## src/rtl/key_reader.sv

```systemverilog
// Four-channel pushbutton reader: 2-flop synchronizer, per-key debounce FSM,
// press/release pulses. Optional auto-repeat on KEY_PRESS under `KEY_REPEAT_EN.
module key_reader #(
  parameter int unsigned DEBOUNCE_CYCLES = 1000000,
  parameter int unsigned REPEAT_DELAY    = 25000000,
  parameter int unsigned REPEAT_PERIOD   = 5000000
) (
  input  logic       CLOCK_50,
  input  logic       RST_N,
  input  logic [3:0] KEY,
  output logic [3:0] KEY_LEVEL,
  output logic [3:0] KEY_PRESS,
  output logic [3:0] KEY_RELEASE,
  output logic [3:0] LEDG
);

  // One counter per channel serves both debounce and, while held, repeat timing.
  localparam int unsigned SPAN_DR = (DEBOUNCE_CYCLES > REPEAT_DELAY) ? DEBOUNCE_CYCLES : REPEAT_DELAY;
  localparam int unsigned SPAN    = (SPAN_DR > REPEAT_PERIOD) ? SPAN_DR : REPEAT_PERIOD;
  localparam int unsigned CW      = $clog2(SPAN) + 1;

  typedef enum logic [1:0] {
    RELEASED    = 2'd0,
    CHK_PRESS   = 2'd1,
    PRESSED     = 2'd2,
    CHK_RELEASE = 2'd3
  } state_t;

  logic [3:0] r_sync1;
  logic [3:0] r_sync2;

  // Synchronizer resets to the released (high) level of the raw buttons.
  always_ff @(posedge CLOCK_50 or negedge RST_N) begin
    if (!RST_N) begin
      r_sync1 <= '1;
      r_sync2 <= '1;
    end else begin
      r_sync1 <= KEY;
      r_sync2 <= r_sync1;
    end
  end

  for (genvar g = 0; g < 4; g++) begin : g_chan
    state_t          r_state;
    state_t          w_state_nxt;
    logic [CW-1:0]   r_cnt;
    logic [CW-1:0]   w_cnt_nxt;
    logic [CW-1:0]   w_cnt_inc;
    logic            r_level;
    logic            w_level_nxt;
    logic            r_press;
    logic            w_press_nxt;
    logic            r_rel;
    logic            w_rel_nxt;
    logic            w_in;
    logic            w_db_done;

    assign w_in      = r_sync2[g];
    assign w_cnt_inc = (r_cnt == '1) ? r_cnt : r_cnt + 1'b1;
    // Entry into a check state is itself the first stable sample, so the
    // count completes one clock before r_cnt would read DEBOUNCE_CYCLES-1.
    assign w_db_done = (64'(r_cnt) + 64'd2) >= 64'(DEBOUNCE_CYCLES);

`ifdef KEY_REPEAT_EN
    logic r_rep_first;
    logic w_rep_first_nxt;
    logic w_rep_due;

    assign w_rep_due = (64'(r_cnt) + 64'd1) >=
                       (r_rep_first ? 64'(REPEAT_DELAY) : 64'(REPEAT_PERIOD));

    always_ff @(posedge CLOCK_50 or negedge RST_N) begin
      if (!RST_N) r_rep_first <= 1'b1;
      else        r_rep_first <= w_rep_first_nxt;
    end
`endif

    always_ff @(posedge CLOCK_50 or negedge RST_N) begin
      if (!RST_N) begin
        r_state <= RELEASED;
        r_cnt   <= '0;
        r_level <= 1'b0;
        r_press <= 1'b0;
        r_rel   <= 1'b0;
      end else begin
        r_state <= w_state_nxt;
        r_cnt   <= w_cnt_nxt;
        r_level <= w_level_nxt;
        r_press <= w_press_nxt;
        r_rel   <= w_rel_nxt;
      end
    end

    always_comb begin
      w_state_nxt = r_state;
      w_cnt_nxt   = r_cnt;
      w_level_nxt = r_level;
      w_press_nxt = 1'b0;
      w_rel_nxt   = 1'b0;
`ifdef KEY_REPEAT_EN
      w_rep_first_nxt = r_rep_first;
`endif
      case (r_state)
        RELEASED: begin
          if (!w_in) begin
            w_state_nxt = CHK_PRESS;
            w_cnt_nxt   = '0;
          end
        end
        CHK_PRESS: begin
          if (w_in) begin
            w_state_nxt = RELEASED;
          end else if (w_db_done) begin
            w_state_nxt = PRESSED;
            w_level_nxt = 1'b1;
            w_press_nxt = 1'b1;
            w_cnt_nxt   = '0;
`ifdef KEY_REPEAT_EN
            w_rep_first_nxt = 1'b1;
`endif
          end else begin
            w_cnt_nxt = w_cnt_inc;
          end
        end
        PRESSED: begin
          if (w_in) begin
            w_state_nxt = CHK_RELEASE;
            w_cnt_nxt   = '0;
          end
`ifdef KEY_REPEAT_EN
          else if (w_rep_due) begin
            w_press_nxt     = 1'b1;
            w_cnt_nxt       = '0;
            w_rep_first_nxt = 1'b0;
          end else begin
            w_cnt_nxt = w_cnt_inc;
          end
`endif
        end
        CHK_RELEASE: begin
          if (!w_in) begin
            w_state_nxt = PRESSED;
            w_cnt_nxt   = '0;
`ifdef KEY_REPEAT_EN
            w_rep_first_nxt = 1'b1;
`endif
          end else if (w_db_done) begin
            w_state_nxt = RELEASED;
            w_level_nxt = 1'b0;
            w_rel_nxt   = 1'b1;
            w_cnt_nxt   = '0;
          end else begin
            w_cnt_nxt = w_cnt_inc;
          end
        end
        default: begin
          w_state_nxt = RELEASED;
          w_cnt_nxt   = '0;
        end
      endcase
    end

    assign KEY_LEVEL[g]   = r_level;
    assign KEY_PRESS[g]   = r_press;
    assign KEY_RELEASE[g] = r_rel;
  end

  assign LEDG = KEY_LEVEL;

endmodule
```

## config.mk

```make
export PLATFORM = sky130hd
export DESIGN_NAME = key_reader
export DESIGN_NICKNAME = d
export VERILOG_FILES = /design/src/rtl/key_reader.sv
export SDC_FILE = /design/constraint.sdc
export NUM_CORES = 1
export LEC_CHECK = 0
export CELL_PAD_IN_SITES_DETAIL_PLACEMENT = 1
export CELL_PAD_IN_SITES_GLOBAL_PLACEMENT = 2
export CORE_UTILIZATION = 42
export DETAILED_ROUTE_END_ITERATION = 7
export GPL_TIMING_DRIVEN = 1
export MAX_ROUTING_LAYER = met4
export PLACE_DENSITY_LB_ADDON = 0.1
export SLEW_MARGIN = 10
export SYNTH_ARGS = -nofsm -noshare
export SYNTH_HDL_FRONTEND = slang
export SYNTH_SLANG_ARGS = --single-unit
```

## constraint.sdc

```tcl
create_clock -name CLOCK_50 -period 6.4 [get_ports CLOCK_50]
set_clock_uncertainty 0.15 [all_clocks]
set_input_delay 1.28 -clock CLOCK_50 [delete_from_list [all_inputs] [get_ports CLOCK_50]]
set_output_delay 1.28 -clock CLOCK_50 [all_outputs]
set_load 0.03 [all_outputs]
```

# ---- After elaboration in Yosys (flattened, before gate mapping)
# Index checks and enable logic that the tools add are counted.
dict set report word_totals {
  output_inout_bits 16
  in_bits 6
  ff_bits 132
}
dict set report classes {
  n_lt_le_gt_ge 4
  addsub 8
  n_reduce_logical 20
  eq_ne 48
  mux 96
}
# cell count
set op_table {}
lappend op_table {{two-way mux 26 bit} 24}
lappend op_table {{case mux 26 bit (4 select lines)} 4}
lappend op_table {{adder 26 x 2 -> 27 bit (second input constant)} 4}
lappend op_table {{>= comparator 27 x 20 -> 1 bit (second input constant)} 4}
lappend op_table {{adder 26 x 1 -> 26 bit (second input constant)} 4}
lappend op_table {{equality test 26 bit (second input constant)} 4}
lappend op_table {{two-way mux 2 bit} 24}
lappend op_table {{inequality test 2 bit (second input constant)} 24}
lappend op_table {{two-way mux 1 bit} 36}
lappend op_table {{case mux 2 bit (4 select lines)} 4}
lappend op_table {{inequality test 3 bit (second input constant)} 8}
lappend op_table {{AND reduction 5 bit} 4}
lappend op_table {{equality test 2 bit (second input constant)} 8}
lappend op_table {{AND reduction 4 bit} 4}
lappend op_table {{AND reduction 3 bit} 4}
lappend op_table {{equality test 2 x 1 -> 1 bit (second input constant)} 4}
lappend op_table {{logical NOT 2 bit} 4}
lappend op_table {{case mux 1 bit (2 select lines)} 4}
lappend op_table {{nonzero test 2 bit} 4}

# ---- Longest topological paths before layout
dict set report depth {
  depth_word 5
  ltp_mapped 12
  mapped_depth_nobuf 9
}

# ---- Worst setup path before layout
# Ideal clock, no wire load.
dict set report synth_path {
  kind {register to register}
  from {reg g_chan[1].r_cnt[2]}
  to {reg g_chan[1].r_cnt[11]}
  t_arrival_ns 2.982
  n_path_buf 0
  setup_ns 0.074
  setup_slack_ns 3.193
  path_stages_with_launch 10
  required_ns 6.176
  path_cell_list {dfrtp_1 ha_1 nand4_1 or2_2 nor3_1 xor2_1 or4_1 a211o_4 or3_1 o21ai_2}
}
dict set report synth_between {
  elab_chain_cells 5
  word_cells_on_any_way 9
  classes_between {2 x add/sub; 1 x order compare; 1 x eq/ne; 5 x mux}
}
# element line
set synth_lines {}
lappend synth_lines {{from (decl)} 46} ;# logic [CW-1:0] r_cnt;
lappend synth_lines {{from (signal assigned)} 87} ;# r_cnt <= w_cnt_nxt;
lappend synth_lines {{adder 26 x 2 -> 27 bit, or another cell as far along} 62} ;# assign w_db_done = (64'(r_cnt) + 64'd2) >= 64'(DEBOUNCE_CYCLES);
lappend synth_lines {{>= comparator 27 x 20 -> 1 bit / two-way mux 26 bit (equally long branches)} {62, 59}}
lappend synth_lines {{two-way mux 26 bit (*)} {113, 147}}
lappend synth_lines {{two-way mux 26 bit, on equally long branches} {141, 111}}
lappend synth_lines {{case mux 26 bit (4 select lines) (*)} 103} ;# case (r_state)
# Every way passes the cells marked *; elsewhere a longest branch is shown, timed or not. The select of a mux whose other input is x is not followed.
# A chain may end at the register's enable or synchronous reset.

# ---- Worst setup path in the final report
dict set report layout_path {
  from {reg g_chan[0].r_cnt[1]}
  to {reg g_chan[0].r_level}
}
dict set report layout_between {
  elab_chain_cells 4
  word_cells_on_any_way 5
  classes_between {1 x add/sub; 1 x order compare; 2 x eq/ne; 1 x reduce/logical}
}
# element line
set layout_lines {}
lappend layout_lines {{from (decl)} 46}
lappend layout_lines {{from (signal assigned)} 87}
lappend layout_lines {{adder 26 x 2 -> 27 bit (*)} 62}
lappend layout_lines {{>= comparator 27 x 20 -> 1 bit (*)} 62}
lappend layout_lines {{inequality test 2 bit (no line)} n/a}
lappend layout_lines {{AND reduction 5 bit (no line) (*)} n/a}
lappend layout_lines {{to (signal assigned)} 88} ;# r_level <= w_level_nxt;
lappend layout_lines {{to (decl)} 49} ;# logic r_level;
# Every way passes the cells marked *; elsewhere a longest branch is shown, timed or not.

==> flow_summary.yaml <==
run_status:
  status: "finished, final reports clean"
power_and_ir_drop:
  swShare: 0.247
  p_clk_frac: 0.518
  irDropWorstVdd_v: 0.000156
  power_frac_seq: 0.429
  total_power_mw: 2.06
  switchingPower_mw: 0.507
  leakage_nw: 3.87
  p_comb_frac: 0.053
  internal_power_mw: 1.55
  p_per_area_mw_per_mm2: 210
placed_design:
  numPortBuffers: 21
  hpwl_um: 16500
  postPlaceCellArea_mm2: 0.00916
  gp_congestion: 0.832
logic_synthesis:
  synth_flop_cell: "dfrtp_1"
  synth_edf_count: 0
  synth_cell_types: 85
  async_flop_share: 1.00
  syn_inst: 1067
  syn_nets: 1087
  avgSynthCellArea_um2: 8.40
  synth_seq_cells: 132
  netlist_area_mm2: 0.00896
  ys_seq_area_frac: 0.370
  yosys_warnings: 0
sta:
  setup_violations: 0
  rsz0062_at_grt: "false"
  final-hold-violation-count: 0
  setup_tns_ps: 0
  slew_headroom: 0.324
  finalMaxSlewViolations: 0
  worst_slew_pin_slew_ps: 1010
  min_period_ps: 4390
  fin_crit_sh: 0.685
  whs_ps: 205
  max_freq_mhz: 228
global_routing:
  grt_usage: 0.245
  antenna_found_initial: 0
  grt_pass1_vias: 7973
  overflow: 0
  grt_max_degree: 99
  grt_pass1_wl_um: 41900
die:
  floorplan.core_area_mm2: 0.0210
  die_h_um: 148
  pin_count: 22
  start_util: 0.428
  die_area_mm2: 0.0219
  rows: 53
  die-width_um: 148
clock_tree:
  cts_buffer_depth: 2
  cts_sinks: 132
  path_clk_slew_ps: 60
  root_buffer: "clkbuf_16"
  cts_tree: "done"
  cts_buffers: 17
  ctsHtreeMaxLevel: 4
  ctsResizeCount: 0
  ctsHoldBuffers: 0
  clock_latency_ps: 430
  post_cts_buffers: 0
job:
  cap_violations: 0
route:
  vias: 7823
  wl_per_cell_um: 18.6
  vias_per_cell: 5.95
  drtAntennaViolNets: 0
  drc_errors: 0
  drtIter0Drc: 408
  dr.pass1.iters: 4
  wl_um: 24500
layout:
  area_growth_pct: 9.10
  diodes: 0
  final_common_cell: "nand2_1"
  fin_util: 0.467
  drive_gt1_frac: 0.0847
  final_cell_mix: "nand2_1, dfrtp_1, nand3_1, nor2_1, nor3_1"
  nets: 1046
  stdcell_area_mm2: 0.00978
critical_path:
  worstPathArrival_ps: 4540
  cp_max_fo: 14
  cp-start-kind: "flop"
  cp_slowest_cell: "nor3_2"
  path_cells: "ha_1, nand3_1, o31a_1, nor4_1, o2111ai_1, nor3_2, buf_4, nor4_1, or3b_1"
  path_class: "flop to flop"
  slowest_delay_ps: 890
  crit_top_cell: "nor4_1"
  cp-end-kind: "flop"
  required_ps: 6550
hold_path:
  hold_class: "flop to flop"
cells in the mapped netlist (all sizes together) (14+ instances only):
master  count  area, um^2
dfrtp     124        3100
ha         14         175
or3        17         111
inv        26        97.6
clkbuf     54         206
and2       32         200
a21oi      32         160
buf        33         220
and3       28         175
nand4      37         238
and4       17         149
xnor2      26         228
nand2     153         574
nor3       47         252
nand3      65         330
xor2       17         149
nor2       58         218
o21ai      56         295
nor4       19         125
o22ai      16         100
flip-flops by register name, summed over array words and instances, names as in the netlist, named ones only:
name	count
g_chan.r_level	4
r_sync1	4
g_chan.r_cnt	104
g_chan.r_rel	4
r_sync2	4
g_chan.r_state	4
g_chan.r_press	4
power groups by stage:
stage	clock network, mW	logic (mW)	registers (mW)
floorplan	0	0.0702	0.884
global placement	0	0.110	0.896
detailed placement	0	0.112	0.897
CTS	1.09	0.112	0.882
global route	1.12	0.125	0.887
finish	1.07	0.108	0.882
path summary, 6_finish.rpt:
path / start / end / slack, ps / cells after the start
min reg2reg: r_sync1[1] / r_sync2[1] / 210 / 0
min in group asynchronous: RST_N / g_chan[2].r_cnt[10] / 800 / 1
min: r_sync1[1] / r_sync2[1] / 210 / 0
max: g_chan[0].r_cnt[1] / g_chan[0].r_level / 2010 / 9
max reg2reg: g_chan[0].r_cnt[1] / g_chan[0].r_level / 2010 / 9
max in group asynchronous: RST_N / g_chan[2].r_level / 4240 / 2
layout make-up:
class	count	area, um^2
inverters	26	97.6
clock inverters	12	178
fillers	2521	11200
clock buffers	20	447
repair buffers	27	256
flip-flops and latches	132	3310
well taps	275	344
multi-input cells	822	5140
per-layer routing:
| layer | global-route usage | vias to the layer above | routed length [um] |
|---|---|---|---|
| met5 | - | - | 0 |
| met4 | 0.0665 | 0 | 312 |
| met3 | 0.0328 | 20 | 641 |
| met2 | 0.396 | 89 | 11600 |
| met1 | 0.322 | 3922 | 12000 |
| li1 | - | 3792 | - |
cells by family (layout without fill, tap and decap cells):
logic type	after synthesis	in the layout	share of synthesized area
xor gates and xnor gates	43	43	0.0420
adders and majority gates	14	14	0.0195
buffers and inverters	113	85	0.0585
muxes	16	16	0.0183
AOI/OAI and AO/OA	222	222	0.184
and+or+nand+nor	527	527	0.308
DFF	132	132	0.370
stage by stage:
step                      setup WS, ps  std cells
after floorplan                   3190       1067
after global placement            2340       1282
after CTS                         2060       1314
after detailed placement          2210       1282
final                             2010       1314
after global routing              1790       1314
critical path: cells and delay by family (launching register included):
kind	cells	cell delay [ps]
adders and majority gates	1	440
and+or+nand+nor	5	1980
buffers and inverters	1	350
AOI/OAI and AO/OA	2	650
DFF	1	680
No activity file was read; power rests on OpenSTA's default activity.
